--- src/rtl/ov5640_sccb_responder.sv ---
// SCCB (I2C-like) register-access responder for an OV5640-style target.
// 16-bit register address, 8-bit data, burst auto-increment, open-drain SDA.
module ov5640_sccb_responder #(
  parameter logic [6:0] DEV_ID      = 7'h3C,
  parameter int         SYNC_STAGES = 2
) (
  input  logic        clk,
  input  logic        reset,
  input  logic        scl_i,
  input  logic        sda_i,
  output logic        sda_oe,
  output logic        wr_valid,
  output logic [15:0] wr_addr,
  output logic [7:0]  wr_data,
  output logic        rd_req,
  output logic [15:0] rd_addr,
  input  logic [7:0]  rd_data,
  output logic        busy
);

  typedef enum logic [3:0] {
    IDLE, DEV, ACK_DEV, ADDR_H, ACK_AH, ADDR_L,
    ACK_AL, WDATA, ACK_WD, RDATA, RACK, IGNORE
  } state_t;

  state_t state, state_n;

  logic [SYNC_STAGES-1:0] scl_sync, sda_sync;
  logic        scl_d, sda_d;
  logic        scl_s, sda_s;
  logic        scl_rise, scl_fall, scl_hi;
  logic        start, stop;
  logic [6:0]  shift;
  logic [2:0]  bitcnt;
  logic [7:0]  byte_in;
  logic        shifting, last_bit, id_hit;
  logic        rw;
  logic        rd_pend;
  logic [7:0]  rbyte;
  logic [15:0] addr;

  always_ff @(posedge clk) begin
    if (reset) begin
      scl_sync <= '1;
      sda_sync <= '1;
      scl_d    <= 1'b1;
      sda_d    <= 1'b1;
    end else begin
      scl_sync <= {scl_sync[SYNC_STAGES-2:0], scl_i};
      sda_sync <= {sda_sync[SYNC_STAGES-2:0], sda_i};
      scl_d    <= scl_sync[SYNC_STAGES-1];
      sda_d    <= sda_sync[SYNC_STAGES-1];
    end
  end

  assign scl_s    = scl_sync[SYNC_STAGES-1];
  assign sda_s    = sda_sync[SYNC_STAGES-1];
  assign scl_rise = scl_s & ~scl_d;
  assign scl_fall = ~scl_s & scl_d;
  // SCL must be stable high across both samples, so an SCL edge wins
  assign scl_hi   = scl_s & scl_d;
  assign start    = scl_hi & sda_d & ~sda_s;
  assign stop     = scl_hi & ~sda_d & sda_s;

  assign byte_in  = {shift, sda_s};
  assign shifting = (state == DEV) || (state == ADDR_H) ||
                    (state == ADDR_L) || (state == WDATA) ||
                    (state == RDATA);
  assign last_bit = scl_rise & shifting & (bitcnt == 3'd7);
  assign id_hit   = (byte_in[7:1] == DEV_ID);
  assign busy     = (state != IDLE);

  always_ff @(posedge clk) begin
    if (reset) state <= IDLE;
    else       state <= state_n;
  end

  always_comb begin
    state_n = state;
    if (start) begin
      state_n = DEV;
    end else if (stop) begin
      state_n = IDLE;
    end else begin
      unique case (state)
        IDLE:    state_n = IDLE;
        DEV:     if (last_bit) state_n = id_hit ? ACK_DEV : IGNORE;
        ADDR_H:  if (last_bit) state_n = ACK_AH;
        ADDR_L:  if (last_bit) state_n = ACK_AL;
        WDATA:   if (last_bit) state_n = ACK_WD;
        ACK_DEV: if (scl_fall && sda_oe) state_n = rw ? RDATA : ADDR_H;
        ACK_AH:  if (scl_fall && sda_oe) state_n = ADDR_L;
        ACK_AL:  if (scl_fall && sda_oe) state_n = WDATA;
        ACK_WD:  if (scl_fall && sda_oe) state_n = WDATA;
        RDATA:   if (last_bit) state_n = RACK;
        RACK:    if (scl_rise) state_n = sda_s ? IGNORE : RDATA;
        IGNORE:  state_n = IGNORE;
        default: state_n = IDLE;
      endcase
    end
  end

  always_ff @(posedge clk) begin
    if (reset) begin
      sda_oe   <= 1'b0;
      wr_valid <= 1'b0;
      wr_addr  <= '0;
      wr_data  <= '0;
      rd_req   <= 1'b0;
      rd_addr  <= '0;
      rd_pend  <= 1'b0;
      rbyte    <= '0;
      addr     <= '0;
      shift    <= '0;
      bitcnt   <= '0;
      rw       <= 1'b0;
    end else begin
      wr_valid <= 1'b0;
      rd_req   <= 1'b0;
      rd_pend  <= rd_req;
      if (rd_pend) rbyte <= rd_data;
      if (start || stop) begin
        bitcnt <= '0;
        sda_oe <= 1'b0;
      end else begin
        if (scl_rise && shifting) begin
          shift  <= byte_in[6:0];
          bitcnt <= bitcnt + 3'd1;
        end
        if (last_bit) begin
          case (state)
            DEV: begin
              rw <= byte_in[0];
              if (id_hit && byte_in[0]) begin
                rd_req  <= 1'b1;
                rd_addr <= addr;
              end
            end
            ADDR_H: addr[15:8] <= byte_in;
            ADDR_L: addr[7:0]  <= byte_in;
            WDATA: begin
              wr_valid <= 1'b1;
              wr_addr  <= addr;
              wr_data  <= byte_in;
              addr     <= addr + 16'd1;
            end
            default: ;
          endcase
        end
        // initiator ACK on a read byte: prefetch the next register
        if (scl_rise && state == RACK && !sda_s) begin
          addr    <= addr + 16'd1;
          rd_addr <= addr + 16'd1;
          rd_req  <= 1'b1;
          bitcnt  <= '0;
        end
        if (scl_fall) begin
          case (state)
            ACK_DEV: sda_oe <= sda_oe ? (rw & ~rbyte[7]) : 1'b1;
            ACK_AH, ACK_AL, ACK_WD: sda_oe <= ~sda_oe;
            RDATA:   sda_oe <= ~rbyte[3'd7 - bitcnt];
            default: sda_oe <= 1'b0;
          endcase
        end
      end
    end
  end

endmodule

--- config.mk ---
export PLATFORM = sky130hd
export DESIGN_NAME = ov5640_sccb_responder
export DESIGN_NICKNAME = d
export VERILOG_FILES = /design/src/rtl/ov5640_sccb_responder.sv
export SDC_FILE = /design/constraint.sdc
export NUM_CORES = 1
export LEC_CHECK = 0
export BUFFER_PORTS_ARGS = -buffer_cell sky130_fd_sc_hd__buf_2
export CORE_ASPECT_RATIO = 1.75
export CORE_MARGIN = 3
export CORE_UTILIZATION = 40
export CTS_CLUSTER_SIZE = 30
export DETAILED_ROUTE_END_ITERATION = 10
export GPL_ROUTABILITY_DRIVEN = 0
export PLACE_DENSITY = 0.6
export REMOVE_ABC_BUFFERS = 1
export SLEW_MARGIN = 15
export SYNTH_ARGS = -nofsm -noshare
export SYNTH_HDL_FRONTEND = slang
export SYNTH_SLANG_ARGS = --single-unit
export TNS_END_PERCENT = 10
--- constraint.sdc ---
create_clock -name clk -period 4.35 [get_ports clk]
set_input_delay 0.435 -clock clk [delete_from_list [all_inputs] [get_ports clk]]
set_output_delay 0.435 -clock clk [all_outputs]
set_load 0.02 [all_outputs]
* After elaboration in Yosys (flattened, before gate mapping)
Cells that the tools add are included.
Word-level totals: flip-flop bits (word level) 89, latch bits 0, memory bits (writable) 0, bits in read-only memories 0, bits of input ports 12, output and inout port bits 44, logic and storage cells 136, memories 0
Operators by class: $add $sub $neg 3, multipliers 0, div/mod/pow operators 0, $lt $le $gt $ge 1, eq/ne operators 31, shift operators 0, muxes and demuxes 32, bitwise operators 19, reductions and logical operators 31
Operators by type and width (number):
- $mux W16 | 6
- $mux W4 | 11
- $pmux W4 S10 | 1
- $ne A4 B4 Y1 const B | 8
- $pmux W8 S2 | 2
- $reduce_and A9 Y1 | 2
- $add A16 B1 Y16 const B | 1
- $eq A4 B3 Y1 const B | 4
- $eq A4 B4 Y1 const B | 4
- $ne A2 B2 Y1 const B | 8
- $reduce_and A3 Y1 | 4
- $reduce_or A3 Y1 | 4
- $and A1 B1 Y1 | 10
- $mux W1 | 9
- $not A1 Y1 | 9
- $eq A4 B2 Y1 const B | 2
- $eq A7 B6 Y1 const B | 1
- $reduce_bool A2 Y1 | 3
- $reduce_bool A3 Y1 | 2
- $logic_and A1 B1 Y1 | 5
- $logic_or A1 B1 Y1 | 5
- $eq A4 B1 Y1 const B | 1
- $lt A3 B4 Y1 const B | 1
- $ne A4 B1 Y1 const B | 1
- other kinds (12) | 13

* Longest topological paths before layout
depth after elaboration 11, gate-level depth with buffers 9, depth with buffers taken out 7

* Worst setup path before layout
No wires, ideal clock.
path type flip-flop to flip-flop, start register bitcnt[0], end register rd_addr[5], library setup time 0.086 ns, arrival 1.740 ns, required time 4.264 ns, setup slack 2.525 ns, cell stages (with the launch flop) 10, path buffers 2, period minus slack after synthesis 1.825 ns, path through dfxtp_1 > ha_1 > ha_1 > and3b_1 > buf_2 > nand3_4 > o21ai_4 > buf_4 > nor2_1 > a211oi_1
On the way: longest elaborated chain between the ends 4
Ends and longest elaborated chain:
- from (decl) | RTL line 34 | logic [2:0] bitcnt;
- from (signal assigned) | RTL line 128 | bitcnt <= bitcnt + 3'd1;
- $eq A3 B3 Y1 | RTL line 69 | assign last_bit = scl_rise & shifting & (bitcnt == 3'd7);
- $and A1 B1 Y1 | RTL line 69
- $reduce_bool A2 Y1 (no line)
- $reduce_and A4 Y1 (no line)
- to (signal assigned) | RTL line 136 | rd_addr <= addr;
- to (signal assigned) | RTL line 153 | rd_addr <= addr + 16'd1;
- to (decl) | RTL line 16 | output logic [15:0] rd_addr,
No other way between the ends. A chain may end at the register's enable or synchronous reset.

* Worst setup path after layout
start register state[3], end register rd_addr[9]
On the way: longest elaborated chain between the ends 9, elaborated cells between the ends (all ways) 19, classes of those cells eq/ne: 6; mux: 1; bitwise: 2; reduce/logical: 10
Ends and longest elaborated chain:
- from (decl) | RTL line 26 | state_t state, state_n;
- from (signal assigned) | RTL line 75 | else state <= state_n;
- $eq A4 B1 Y1 or $eq A4 B2 Y1 (tied branches) | RTL line 66, 131
- $logic_or A1 B1 Y1 (2 in series) | RTL line 66 | assign shifting = (state == DEV) || (state == ADDR_H) ||
- $logic_or A1 B1 Y1 (2 in series) | RTL line 67 | (state == ADDR_L) || (state == WDATA) ||
- $and A1 B1 Y1 (2 in series) | RTL line 69
- $reduce_bool A2 Y1 (no line)
- $reduce_and A4 Y1 (no line)
Several ways; a longest one is shown, not always the timed one.

==> flow_summary_export.csv <==
group,metric,value,unit
critical_path,crit_type,"reg2reg",
global_routing,grt_pass1_wl,18.4,mm
critical_path,cp_data_required_time,4.59,ns
critical_path,reg2regPathDepth,4,
clock_network,numCtsBuffers,9,
clock_network,postCtsSetupBuffers,0,
synth,ys_seq_elements,89,
synth,synthCells,506,
sta,finalSetupViolCount,0,
critical_path,crit_path_start_kind,"register",
synth,synth_top_area_share,0.419,
pwr,power_frac_seq,0.466,
critical_path,r2r_slack,2.02,ns
sta,fin_crit,2.33,ns
clock_network,htree_levels,3,
synth,yosysSeqAreaShare,0.419,
detailed_routing,firstDrtPassIters,5,
floorplan,start_util,0.413,
synth,synth-edff-count,0,
cells_and_area,final_layout_size_suffix_gt1_frac,0.175,
detailed_routing,vias_per_cell,5.57,
global_routing,antenna_found_initial,0,
floorplan,dieArea,11900,µm²
critical_path,cp-startpoint,"state[3]",
clock_network,clock_latency,0.34,ns
sta,relSlewSlack,0.261,
synth,synth_common_cells,"dfxtp_1 (89), nand2_1 (77), a21oi_1 (55)",
synth,ys_warn_count,0,
sta,period_share,0.536,
flow_run,drv_cap,0,
floorplan,core,10300,µm²
sta,drv_slew,0,
synth,yosys_most_used_dff,"dfxtp_1",
clock_network,cts_resized,0,
clock_network,ctsHoldBuffers,0,
global_routing,grt_overflow,0,
pwr,switching_power,0.496,mW
critical_path,critPathArrivalTime,2.57,ns
pwr,p_leak,1.76,nW
pwr,clockPowerShare,0.421,
critical_path,rr_startpoint,"state[3]",
detailed_routing,drtIter0Drc,167,
critical_path,r2r_end,"rd_addr[9]",
sta,fin_ws,2.02,ns
clock_network,cts_tree,"done",
floorplan,die_h,142,µm
place,place_ws,2.04,ns
pwr,p_comb_frac,0.114,
clock_network,path_clk_slew,0.06,ns
detailed_routing,wirelength,11.0,mm
sta,hold_violations,0,
clock_network,cts_buffer_depth,2,
critical_path,crit_family,"simple AND/OR/NAND/NOR gates",
detailed_routing,vias,3765,
synth,synth_area,4250,µm²
floorplan,rows,49,
critical_path,path_depth,4,
pwr,ir_drop,208,µV
cells_and_area,insertedDiodeCount,0,
pwr,intPower,1.39,mW
place,port_buffers,55,
pwr,switching_share,0.264,
floorplan,ioPinCount,56,
sta,fin_skew,0.00874,ns
sta,rsz0062_at_grt,"no",
cells_and_area,fin_nets,559,
synth,synth_most_common_cell,"dfxtp_1",
pwr,p_per_area,386,nW/µm²
sta,worst_pin_slew,1.11,ns
place,dp_hpwl,7.93,mm
critical_path,path_cells,"and4bb_1 -> nand3_2 -> or3_1 -> a311oi_1",
clock_network,cts.sinks,89,
critical_path,crit_end,"rd_addr[9]",
synth,syn_area_per_cell,8.40,µm²
sta,setup_tns,0,ns
pwr,finalPower,1.88,mW
floorplan,die_x,83.9,µm
run_status,status,"finished, final reports clean",
critical_path,crit_slowest_cell,"dfxtp_1",
synth,async_flop_share,0,
detailed_routing,drc,0,
sta,clock.fmax,0.429,GHz
min_path,hold_path_class,"in2reg",
detailed_routing,drt.antenna.violating_nets,0,
critical_path,end_kind,"register",
critical_path,cp_max_fo,21,
cells_and_area,area_delta_synth_final,14.7,%
critical_path,cpPeakStageDelay,0.67,ns
global_routing,grt_pass1_vias,3799,
synth,ys_types,63,
clock_network,cts-root-buf,"clkbuf_16",
synth,synth.top_cells.by_area,"dfxtp_1 (42%), nand2_1 (6.8%), a21oi_1 (6.5%), mux2i_1 (4.7%), nor2_1 (3.9%)",
detailed_routing,wl_per_cell,16.2,µm
global_routing,gr-usage-all-layers,0.190,
global_routing,grt_max_degree,61,
critical_path,worstPathBufferInverterCount,0,
synth,yosysTopAreaCell,"dfxtp_1",
==> layout make-up <==
cell class / instances / area (µm²)
repair buffers: 61 / 320
clock inverters: 5 / 61.3
clock buffers: 11 / 243
well taps: 127 / 159
inverters: 17 / 63.8
flip-flops and latches: 89 / 1780
fillers: 1026 / 5420
multi-input cells: 366 / 2250
==> power by group through the flow <==
| stage | Clock, mW | Sequential (mW) | Combinational, mW |
|---|---|---|---|
| 2_1_floorplan | 0 | 0.880 | 0.155 |
| 3_3_place_gp | 0 | 0.893 | 0.212 |
| 3_5_place_dp | 0 | 0.893 | 0.212 |
| 4_1_cts | 0.811 | 0.874 | 0.214 |
| 5_1_grt | 0.844 | 0.882 | 0.241 |
| 6_report | 0.792 | 0.876 | 0.214 |
==> metal layers <==
layer,global-route usage,wire length (µm),vias to the layer above
met5,0,0,-
met4,0.101,378,0
met3,0.0377,463,24
met2,0.351,5870,91
met1,0.200,4250,1761
li1,-,-,1889
==> worst min-delay path by stage <==
stage | from | end | slack [ns] | depth (start not counted)
6_report | sda_i | sda_sync[0] | 0.27 | 2
3_5_place_dp | scl_sync[0] | scl_sync[1] | 0.39 | 1
5_1_grt | sda_i | sda_sync[0] | 0.28 | 2
3_3_place_gp | scl_sync[0] | scl_sync[1] | 0.39 | 1
2_1_floorplan | scl_sync[0] | scl_sync[1] | 0.39 | 1
4_1_cts | sda_i | sda_sync[0] | 0.26 | 2
==> cells by family (layout without fill, tap and decap cells) <==
group                      count (synthesis)  count (layout)  share of synthesized area
and+or+nand+nor                          201             201                      0.237
AOI/OAI and AO/OA                        132             132                      0.209
DFF                                       89              89                      0.419
buffers and inverters                     51              94                     0.0521
muxes                                     22              22                     0.0577
xor gates and xnor gates                   8               8                     0.0165
adders and majority gates                  3               3                    0.00883
==> worst register-to-register path, delay by kind of cell, from the launching register on <==
kind	cells	cell delay [ns]
flops	1	0.67
simple gates	3	1.30
compound gates	1	0.27
==> through the flow <==
step,hold slack [ns],util,area [µm²],std cells
after floorplan,0.389,-,4090,472
final,0.272,0.473,4880,676
after CTS,0.264,0.473,4880,676
after global placement,0.394,0.444,4570,660
after global routing,0.275,0.473,4880,676
after detailed placement,0.393,0.444,4570,660
==> cells in the final DEF, fill, tap and decap left out, drive strengths merged, types with 3 or more instances in the layout <==
cell type  netlist  routed
a211oi           9       9
a21o             5       5
a21oi           56      56
a311oi           6       6
a31oi            5       5
a32oi            3       3
and3             7       7
buf             18      61
clkbuf          16      11
dfxtp           89      89
ha               3       3
inv             17      19
mux2i           20      20
nand2           78      78
nand2b           9       9
nand3           12      12
nand4            5       5
nor2            44      44
nor2b            6       6
nor3            12      12
o21a             3       3
o21ai            8       8
o22ai            5       5
o31a             9       9
o32ai            9       9
or2              8       8
or3              5       5
xnor2            5       5
xor2             3       3
==> registers in the layout (all words and copies together), names as in the netlist, 2 cells and up <==
register,flops
rbyte,8
wr_data,8
bitcnt,3
state,4
sda_sync,2
wr_addr,16
addr,16
rd_addr,16
shift,7
scl_sync,2
Power figures use the tool's default switching activity.
